`src/rtl/fisc_pkg.sv`:
```
// Shared definitions for the operand-fetch stage: widths, special register indices and FSM states.
package fisc_pkg;

  localparam int unsigned DATA_W = 64;
  localparam int unsigned RIDX_W = 6;
  localparam int unsigned TAG_W  = 32;

  localparam logic [RIDX_W-1:0] REG_PC   = 6'd32;
  localparam logic [RIDX_W-1:0] REG_PFLA = 6'd45;
  localparam logic [RIDX_W-1:0] REG_LAST = REG_PFLA;

  typedef enum logic [1:0] {
    StIdle,
    StRdA,
    StRdB,
    StOut
  } of_state_t;

  function automatic logic idx_legal(input logic [RIDX_W-1:0] idx);
    return idx <= REG_LAST;
  endfunction

endpackage

```
`src/rtl/operand_fetch_if.sv`:
```
// Decode-side, register-file-side and execute-side signals of the operand-fetch stage.
interface operand_fetch_if;
  import fisc_pkg::*;

  logic              flush;
  logic              in_valid;
  logic              in_ready;
  logic [RIDX_W-1:0] in_rs1;
  logic [RIDX_W-1:0] in_rs2;
  logic              in_use_rs2;
  logic [DATA_W-1:0] in_imm;
  logic [TAG_W-1:0]  in_tag;
  logic              wb_busy;
  logic [RIDX_W-1:0] rd_reg;
  logic [DATA_W-1:0] dout_reg;
  logic              out_valid;
  logic              out_ready;
  logic [DATA_W-1:0] out_op_a;
  logic [DATA_W-1:0] out_op_b;
  logic [TAG_W-1:0]  out_tag;
  logic              out_err;

  modport slave (
    input  flush, in_valid, in_rs1, in_rs2, in_use_rs2, in_imm, in_tag,
    input  wb_busy, dout_reg, out_ready,
    output in_ready, rd_reg, out_valid, out_op_a, out_op_b, out_tag, out_err
  );

  modport master (
    output flush, in_valid, in_rs1, in_rs2, in_use_rs2, in_imm, in_tag,
    output wb_busy, dout_reg, out_ready,
    input  in_ready, rd_reg, out_valid, out_op_a, out_op_b, out_tag, out_err
  );

endinterface

```
`src/rtl/operand_fetch.sv`:
```
// Operand-fetch stage: reads up to two sources through the single register-file read port,
// stalling while the register file writes, and hands op_a/op_b/tag to execute.
module operand_fetch
  import fisc_pkg::*;
(
  input logic            clk,
  input logic            rst_n,
  operand_fetch_if.slave bus
);

  of_state_t         r_state;
  logic [RIDX_W-1:0] r_rs1;
  logic [RIDX_W-1:0] r_rs2;
  logic [RIDX_W-1:0] r_rd_last;
  logic              r_use_rs2;
  logic [DATA_W-1:0] r_imm;
  logic [DATA_W-1:0] r_op_a;
  logic [DATA_W-1:0] r_op_b;
  logic [TAG_W-1:0]  r_tag;
  logic              r_err;

  logic [RIDX_W-1:0] w_rd_idx;
  logic              w_rd_ok;
  logic [DATA_W-1:0] w_rd_data;

  // Outside the read states the port keeps showing the last index read.
  always_comb begin
    w_rd_idx = r_rd_last;
    case (r_state)
      StRdA:   w_rd_idx = r_rs1;
      StRdB:   w_rd_idx = r_rs2;
      default: w_rd_idx = r_rd_last;
    endcase
  end

  assign w_rd_ok   = idx_legal(w_rd_idx);
  assign w_rd_data = w_rd_ok ? bus.dout_reg : '0;

  always_ff @(posedge clk or negedge rst_n) begin
    if (!rst_n) begin
      r_state   <= StIdle;
      r_rs1     <= '0;
      r_rs2     <= '0;
      r_rd_last <= '0;
      r_use_rs2 <= 1'b0;
      r_imm     <= '0;
      r_op_a    <= '0;
      r_op_b    <= '0;
      r_tag     <= '0;
      r_err     <= 1'b0;
    end else begin
      if (r_state == StRdA || r_state == StRdB) r_rd_last <= w_rd_idx;
      if (bus.flush) begin
        r_state <= StIdle;
      end else begin
        case (r_state)
          StIdle: begin
            if (bus.in_valid) begin
              r_rs1     <= bus.in_rs1;
              r_rs2     <= bus.in_rs2;
              r_use_rs2 <= bus.in_use_rs2;
              r_imm     <= bus.in_imm;
              r_tag     <= bus.in_tag;
              r_err     <= 1'b0;
              r_state   <= StRdA;
            end
          end
          StRdA: begin
            if (!bus.wb_busy) begin
              r_op_a <= w_rd_data;
              r_err  <= r_err | ~w_rd_ok;
              if (r_use_rs2) begin
                r_state <= StRdB;
              end else begin
                r_op_b  <= r_imm;
                r_state <= StOut;
              end
            end
          end
          StRdB: begin
            if (!bus.wb_busy) begin
              r_op_b  <= w_rd_data;
              r_err   <= r_err | ~w_rd_ok;
              r_state <= StOut;
            end
          end
          StOut: begin
            if (bus.out_ready) r_state <= StIdle;
          end
          default: r_state <= StIdle;
        endcase
      end
    end
  end

  assign bus.in_ready  = (r_state == StIdle);
  assign bus.out_valid = (r_state == StOut);
  assign bus.rd_reg    = w_rd_idx;
  assign bus.out_op_a  = r_op_a;
  assign bus.out_op_b  = r_op_b;
  assign bus.out_tag   = r_tag;
  assign bus.out_err   = r_err;

endmodule
```
`src/flat_wrapper.sv`:
```
// flat-port wrapper written by rule: the top's interface ports become plain ports
module operand_fetch_flat import fisc_pkg::*;
  (clk, rst_n, bus_flush, bus_in_valid, bus_in_rs1, bus_in_rs2, bus_in_use_rs2, bus_in_imm, bus_in_tag, bus_wb_busy, bus_dout_reg, bus_out_ready, bus_in_ready, bus_rd_reg, bus_out_valid, bus_out_op_a, bus_out_op_b, bus_out_tag, bus_out_err);
  operand_fetch_if bus_i ();
  input logic clk;
  input logic rst_n;
  input wire logic [$bits(bus_i.flush)-1:0] bus_flush;
  input wire logic [$bits(bus_i.in_valid)-1:0] bus_in_valid;
  input wire logic [$bits(bus_i.in_rs1)-1:0] bus_in_rs1;
  input wire logic [$bits(bus_i.in_rs2)-1:0] bus_in_rs2;
  input wire logic [$bits(bus_i.in_use_rs2)-1:0] bus_in_use_rs2;
  input wire logic [$bits(bus_i.in_imm)-1:0] bus_in_imm;
  input wire logic [$bits(bus_i.in_tag)-1:0] bus_in_tag;
  input wire logic [$bits(bus_i.wb_busy)-1:0] bus_wb_busy;
  input wire logic [$bits(bus_i.dout_reg)-1:0] bus_dout_reg;
  input wire logic [$bits(bus_i.out_ready)-1:0] bus_out_ready;
  output wire logic [$bits(bus_i.in_ready)-1:0] bus_in_ready;
  output wire logic [$bits(bus_i.rd_reg)-1:0] bus_rd_reg;
  output wire logic [$bits(bus_i.out_valid)-1:0] bus_out_valid;
  output wire logic [$bits(bus_i.out_op_a)-1:0] bus_out_op_a;
  output wire logic [$bits(bus_i.out_op_b)-1:0] bus_out_op_b;
  output wire logic [$bits(bus_i.out_tag)-1:0] bus_out_tag;
  output wire logic [$bits(bus_i.out_err)-1:0] bus_out_err;
  assign bus_i.flush = bus_flush;
  assign bus_i.in_valid = bus_in_valid;
  assign bus_i.in_rs1 = bus_in_rs1;
  assign bus_i.in_rs2 = bus_in_rs2;
  assign bus_i.in_use_rs2 = bus_in_use_rs2;
  assign bus_i.in_imm = bus_in_imm;
  assign bus_i.in_tag = bus_in_tag;
  assign bus_i.wb_busy = bus_wb_busy;
  assign bus_i.dout_reg = bus_dout_reg;
  assign bus_i.out_ready = bus_out_ready;
  assign bus_in_ready = bus_i.in_ready;
  assign bus_rd_reg = bus_i.rd_reg;
  assign bus_out_valid = bus_i.out_valid;
  assign bus_out_op_a = bus_i.out_op_a;
  assign bus_out_op_b = bus_i.out_op_b;
  assign bus_out_tag = bus_i.out_tag;
  assign bus_out_err = bus_i.out_err;
  operand_fetch u_core (.clk(clk), .rst_n(rst_n), .bus(bus_i));
endmodule
```
`config.mk`:
```
export PLATFORM = sky130hd
export DESIGN_NAME = operand_fetch_flat
export DESIGN_NICKNAME = d
export VERILOG_FILES = /design/src/rtl/fisc_pkg.sv /design/src/rtl/operand_fetch_if.sv /design/src/rtl/operand_fetch.sv /design/src/flat_wrapper.sv
export SDC_FILE = /design/constraint.sdc
export NUM_CORES = 1
export LEC_CHECK = 0
export ABC_AREA = 0
export CAP_MARGIN = 10
export CORE_MARGIN = 3
export CORE_UTILIZATION = 42
export DETAILED_ROUTE_END_ITERATION = 8
export HOLD_SLACK_MARGIN = 0.05
export PLACE_DENSITY_LB_ADDON = 0.25
export SLEW_MARGIN = 20
export SYNTH_ARGS = -nofsm -noshare
export SYNTH_HDL_FRONTEND = slang
export SYNTH_SLANG_ARGS = --single-unit
```
`constraint.sdc`:
```
create_clock -name clk -period 1.8 [get_ports clk]
set_input_delay 0.18 -clock clk [delete_from_list [all_inputs] [get_ports clk]]
set_output_delay 0.18 -clock clk [all_outputs]
set_load 0.02 [all_outputs]
```
* Word level (Yosys, flattened, before mapping)
Cells that the tools add are included.
** Storage, ports and cells
- RAM bits :: 0
- Memory bits (read-only) :: 0
- Bits in registers :: 246
- Word-level logic and storage cells :: 53
- Bits in latches :: 0
- Output and inout bits :: 169
- Memories kept :: 0
** Operators by class
- Add/sub/neg operators :: 0
- Equality and inequality tests :: 12
- Muxes and demuxes :: 16
- Reduce and logical (&&, ||, !) cells :: 10
- Shift-type cells :: 0
- Bitwise gates (word level) :: 4
- Div/mod/pow operators :: 0
- $mul :: 0
- Magnitude comparators :: 1
** Operators by type and width (number)
- $mux 64 :: 4
- $pmux 64 s2 :: 1
- $ne 3x3->1 const B :: 4
- $pmux 6 s2 :: 1
- $mux 2 :: 5
- $ne 2x2->1 const B :: 5
- $pmux 2 s4 :: 1
- $reduce_and 4->1 :: 2
- $le 6x6->1 const B :: 1
- $reduce_and 3->1 :: 2
- $reduce_and 5->1 :: 1
- $eq 2x2->1 const B :: 2
- $reduce_bool 2->1 :: 2
- $mux 1 :: 3
- $not 1->1 :: 3
- $eq 2x1->1 const B :: 1
- $logic_not 2->1 :: 1
- $pmux 1 s2 :: 1
- $reduce_or 2->1 :: 1
- $logic_or 1x1->1 :: 1
- $or 1x1->1 :: 1

* Depth between registers and ports, before layout
- Word-level depth :: 7
- Depth in mapped cells :: 10

* Worst setup path before layout
OpenSTA, ideal clock, no wires.
- Path type :: register to register
- Start :: reg u_core.r_state[0]
- End :: reg u_core.r_op_b[10], in the netlist u_core.bus.out_op_b[10]
- Stages on the path, launching flop included :: 11
- Slack :: -0.445 ns
- Clock period less this slack :: 2.245 ns
- Data arrival time :: 2.122 ns
- Setup time :: 0.123 ns
- Cell sequence :: dfrtp_1 inv_1 ha_1 buf_4 nor2_1 a21oi_1 a31oi_2 nor2_4 buf_12 buf_12 o21ai_2
** On the way
- Word-level cells in the longest chain between the ends :: 6
- Elaborated cells on any way between the ends :: 12
** Ends and longest elaborated chain
- start, declared :: RTL line operand_fetch.sv:11 : of_state_t r_state;
- start signal, assigned :: RTL line operand_fetch.sv:41 : r_state <= StIdle;
- start signal, assigned :: RTL line operand_fetch.sv:54 : r_state <= StIdle;
- start signal, assigned :: RTL line operand_fetch.sv:65 : r_state <= StRdA;
- $eq 2x2->1 or $eq 2x1->1 (tied branches) :: RTL line operand_fetch.sv:29 : case (r_state)
- $pmux 6 s2 * :: RTL line operand_fetch.sv:29
- net bus_rd_reg[3] :: RTL line flat_wrapper.sv:18 : output wire logic [$bits(bus_i.rd_reg)-1:0] bus_rd_reg;
- $le 6x6->1 * :: RTL line fisc_pkg.sv:20 : return idx <= REG_LAST;
- $mux 64 * :: RTL line operand_fetch.sv:37 : assign w_rd_data = w_rd_ok ? bus.dout_reg : '0;
- $mux 64 * :: RTL line operand_fetch.sv:81 : if (!bus.wb_busy) begin
- $pmux 64 s2 * :: RTL line operand_fetch.sv:56 : case (r_state)
- end signal, assigned :: RTL line operand_fetch.sv:75 : r_op_b <= r_imm;
- end signal, assigned :: RTL line operand_fetch.sv:82 : r_op_b <= w_rd_data;
- end, declared :: RTL line operand_fetch.sv:18 : logic [DATA_W-1:0] r_op_b;
The timed path passes the listed nets; every way through them passes the cells marked *. The select of a mux whose other input is x is not followed.
A chain may end at the register's enable or synchronous reset.

* Final worst setup path
- Start :: reg u_core.r_state[0]
- End :: reg u_core.r_op_b[33], in the netlist u_core.bus.out_op_b[33]
** On the way
- Word-level cells in the longest chain between the ends :: 6
- Elaborated cells on any way between the ends :: 12
** Ends and longest elaborated chain (RTL line)
- $eq 2x2->1 or $eq 2x1->1 (tied branches) :: operand_fetch.sv:29, operand_fetch.sv:56
- $pmux 6 s2 :: operand_fetch.sv:29
- $le 6x6->1 :: fisc_pkg.sv:20
- $mux 64 :: operand_fetch.sv:37
- $mux 64 :: operand_fetch.sv:81
- $pmux 64 s2 :: operand_fetch.sv:56
Several ways; a longest one is shown, not always the timed one. The select of a mux whose other input is x is not followed.

==> flow_summary.toml <==
[timing]
hold_viol = 0
tns_ps = -28060
worst_pin_slew_ps = 830
whs_ps = 178
final-setup-viol-count = 135
fin_ws_ps = -256
rsz0062_at_grt = "yes"
skew_ps = 6.60
slew_headroom_pct = 44.7
fmax_ghz = 0.486
fin_crit_ps = 2060
fin_crit_sh_pct = 114
finalMaxSlewViolations = 0

[pwr]
total_power_mw = 34.0
irDropWorstVdd_v = 0.00138
powerDensity_mw_per_mm2 = 2050
internal_power_mw = 20.9
combPwrFrac_pct = 55.3
seq_power_share_pct = 28.7
power_frac_clock_pct = 16.0
p_sw_mw = 13.1
p_sw_share_pct = 38.5
p_leak_nw = 6.78

[yosys]
syn_nets = 1120
synthAdderAreaFrac_pct = 0.574
ys.warnings.count = 0
synth-compound-area-share_pct = 13.9
synthXorXnorAreaFrac_pct = 0
synth_mux_area_share_pct = 11.4
synthesis.area_sq_mm = 0.0109
synth_top_family_by_area = "compound AO/OA/AOI/OAI gates"
synth.distinct_cells = 35
avgSynthCellArea_sq_um = 11.6
syn_inst = 936
synth-seq-area-share_pct = 56.5
synthSimpleGateAreaFrac_pct = 12.7
ys_ff_latch = 246

[clocking]
insertion_delay_ps = 520
clkSinkCount = 246
numCtsBuffers = 26
clk_pin_slew_ps = 60
tritoncts = "done"
clock-root-buffer = "clkbuf_16"
cts.path.max_buffers = 3
htree_levels = 1

[floorplanning]
die_w_um = 167
start_util_pct = 43.0
die_h_um = 167
die_area_sq_mm = 0.0279
coreArea_sq_mm = 0.0253
boundaryPins = 348
rows = 58

[run_status]
violations = "setup timing"
outcome = "complete, but fails checks"

[setup_path]
cp.arrival_ps = 2460
startpoint_type = "register"
worst_setup_path_end_kind = "register"
cp_common_cell = "buf_4"
worst_path_max_delay_cell = "dfrtp_2"
crit_type = "register to register"
max_stage_delay_ps = 430
cp_max_fo = 50
required_ps = 2200
path_cells = "buf_4, ha_4, buf_4, o21ai_4, buf_12, nor3b_1, a21oi_1, o21ai_2"

[routing]
drtIter0Drc = 549
dr_total_vias = 8693
wirelength_um = 32600
drtPass1Iterations = 5
vias_per_cell = 5.22
drtAntennaViolNets = 0
wl_per_cell_um = 19.6
post-route-drc-count = 0

[placement]
place.gp.congestion = 0.821
pre_cts_ws_ps = -204
portBuffers = 347
dp_hpwl_um = 22400

[layout]
diodes = 0
nets = 1499
final_util_pct = 65.5
layout-drive-gt1-share_pct = 30.4
areaGrowthSynthToFinish_pct = 52.2

[global_route]
grt_pass1_wl_um = 49700
grt_max_degree = 69
grt_pass1_vias = 8945
grt.total_usage_pct = 21.8
antenna_found_initial = 0
grt.overflow.total = 0

[run]
maxCapViolations = 0

[worst_hold_path]
min_path_type = "primary input to async pin"
[final timing paths]
check,start,slack [ps],to,cells after the start
setup reg to reg,u_core.r_state[0]$_DFFE_PN0P_,-260,u_core.bus.out_op_b[33]$_DFFE_PN0P_,8
min in group clk,bus_dout_reg[13],250,u_core.bus.out_op_a[13]$_DFFE_PN0P_,3
hold reg to reg,u_core.bus.out_op_a[50]$_DFFE_PN0P_,470,u_core.bus.out_op_a[50]$_DFFE_PN0P_,2
max in group asynchronous,rst_n,950,u_core.r_imm[36]$_DFFE_PN0P_,3
setup / recovery,u_core.r_state[0]$_DFFE_PN0P_,-260,u_core.bus.out_op_b[33]$_DFFE_PN0P_,8
hold / removal,rst_n,180,u_core.r_imm[25]$_DFFE_PN0P_,2
[layout make-up]
class,count,area [sq um]
fill,1964,8730
sequential,246,6160
timing repair buffer,429,4580
multi-input combinational,609,4560
clock buffer,41,788
tap,330,413
clock inverter,6,82.6
inverter,3,13.8
[what timing repair did]
item	in CTS	in global routing
gates resized for setup	43	72
buffers inserted	5	7
pin swaps	4	11
cloned	0	7
endpoints found under the hold margin	186	0
setup endpoints to repair	164	183
hold buffers	1	0
[cell families after synthesis]
group           count (synthesis)
mux                           110
simple gates                  277
compound gates                217
fa+ha+maj                       5
buf+inv                        81
flops                         246
[synthesized netlist by cell type (all sizes together)]
master	n	area, sq um
nand2b	1	6.26
or3	1	6.26
mux2	109	1230
nand3	64	320
a211oi	1	12.5
nor2b	2	12.5
mux2i	1	10.0
nand3b	1	7.51
nor3	2	10.0
inv	3	11.3
nor2	12	52.6
o21bai	1	7.51
a31oi	2	18.8
a22oi	6	50.1
o21ai	129	1020
o221a	1	11.3
buf	38	383
nor3b	64	480
ha	5	62.6
nand2	129	484
a21oi	76	384
clkbuf	40	151
o21a	1	7.51
and2	1	6.26
dfrtp	246	6160
[per-layer routing]
layer | GRT usage, % | up-vias | share of wire (%)
li1 | - | 4019 | -
met1 | 28.6 | 4286 | 42
met2 | 35.9 | 341 | 48
met3 | 7.03 | 47 | 8.5
met4 | 4.59 | 0 | 2.3
met5 | 0 | - | 0
[critical path, delay by kind of cell, from the launching register on]
| kind | cells | cell delay (ps) |
|---|---|---|
| compound gates | 3 | 560 |
| fa+ha+maj | 1 | 200 |
| buf+inv | 3 | 590 |
| flops | 1 | 430 |
| simple gates | 1 | 110 |
[stage by stage]
stage,cell area (sq um),std cells
finish,16600,1664
floorplan,11000,936
global route,16600,1664
global placement,15200,1597
CTS,16200,1650
detailed placement,15200,1597
[power groups by stage]
stage,clock network (mW),registers (mW),logic (mW)
3_5_place_dp,0,9.82,17.0
6_report,5.45,9.77,18.8
2_1_floorplan,0,11.6,8.43
5_1_grt,5.77,10.1,19.9
4_1_cts,5.56,9.75,17.4
3_3_place_gp,0,9.72,16.7
[state kept, by name (all words and copies together), names as in the netlist]
| name | cells |
|---|---|
| u_core.r_rs2 | 6 |
| u_core.r_rs1 | 6 |
| u_core.bus.out_tag | 32 |
| u_core.r_imm | 64 |
| u_core.r_use_rs2 | 1 |
| u_core.r_state | 2 |
| u_core.bus.out_op_a | 64 |
| u_core.bus.out_err | 1 |
| u_core.bus.out_op_b | 64 |
| u_core.r_rd_last | 6 |
[cell usage in the layout, fill, tap and decap left out, types with 5 or more instances in the layout]
cell and instances:
o21ai_2 108, clkbuf_1 8, clkdlybuf4s50_1 336, a21oi_1 62, nor3b_1 47, clkbuf_8 6
o21ai_1 16, buf_6 15, nand2_1 128, a21oi_2 8, nor3b_2 16, clkbuf_16 33
nor2_1 5, dfrtp_1 245, nand3_1 64, buf_12 27, mux2_2 109, buf_4 38
a21oi_4 6, a22oi_2 5
No activity file was read; power rests on OpenSTA's default activity.
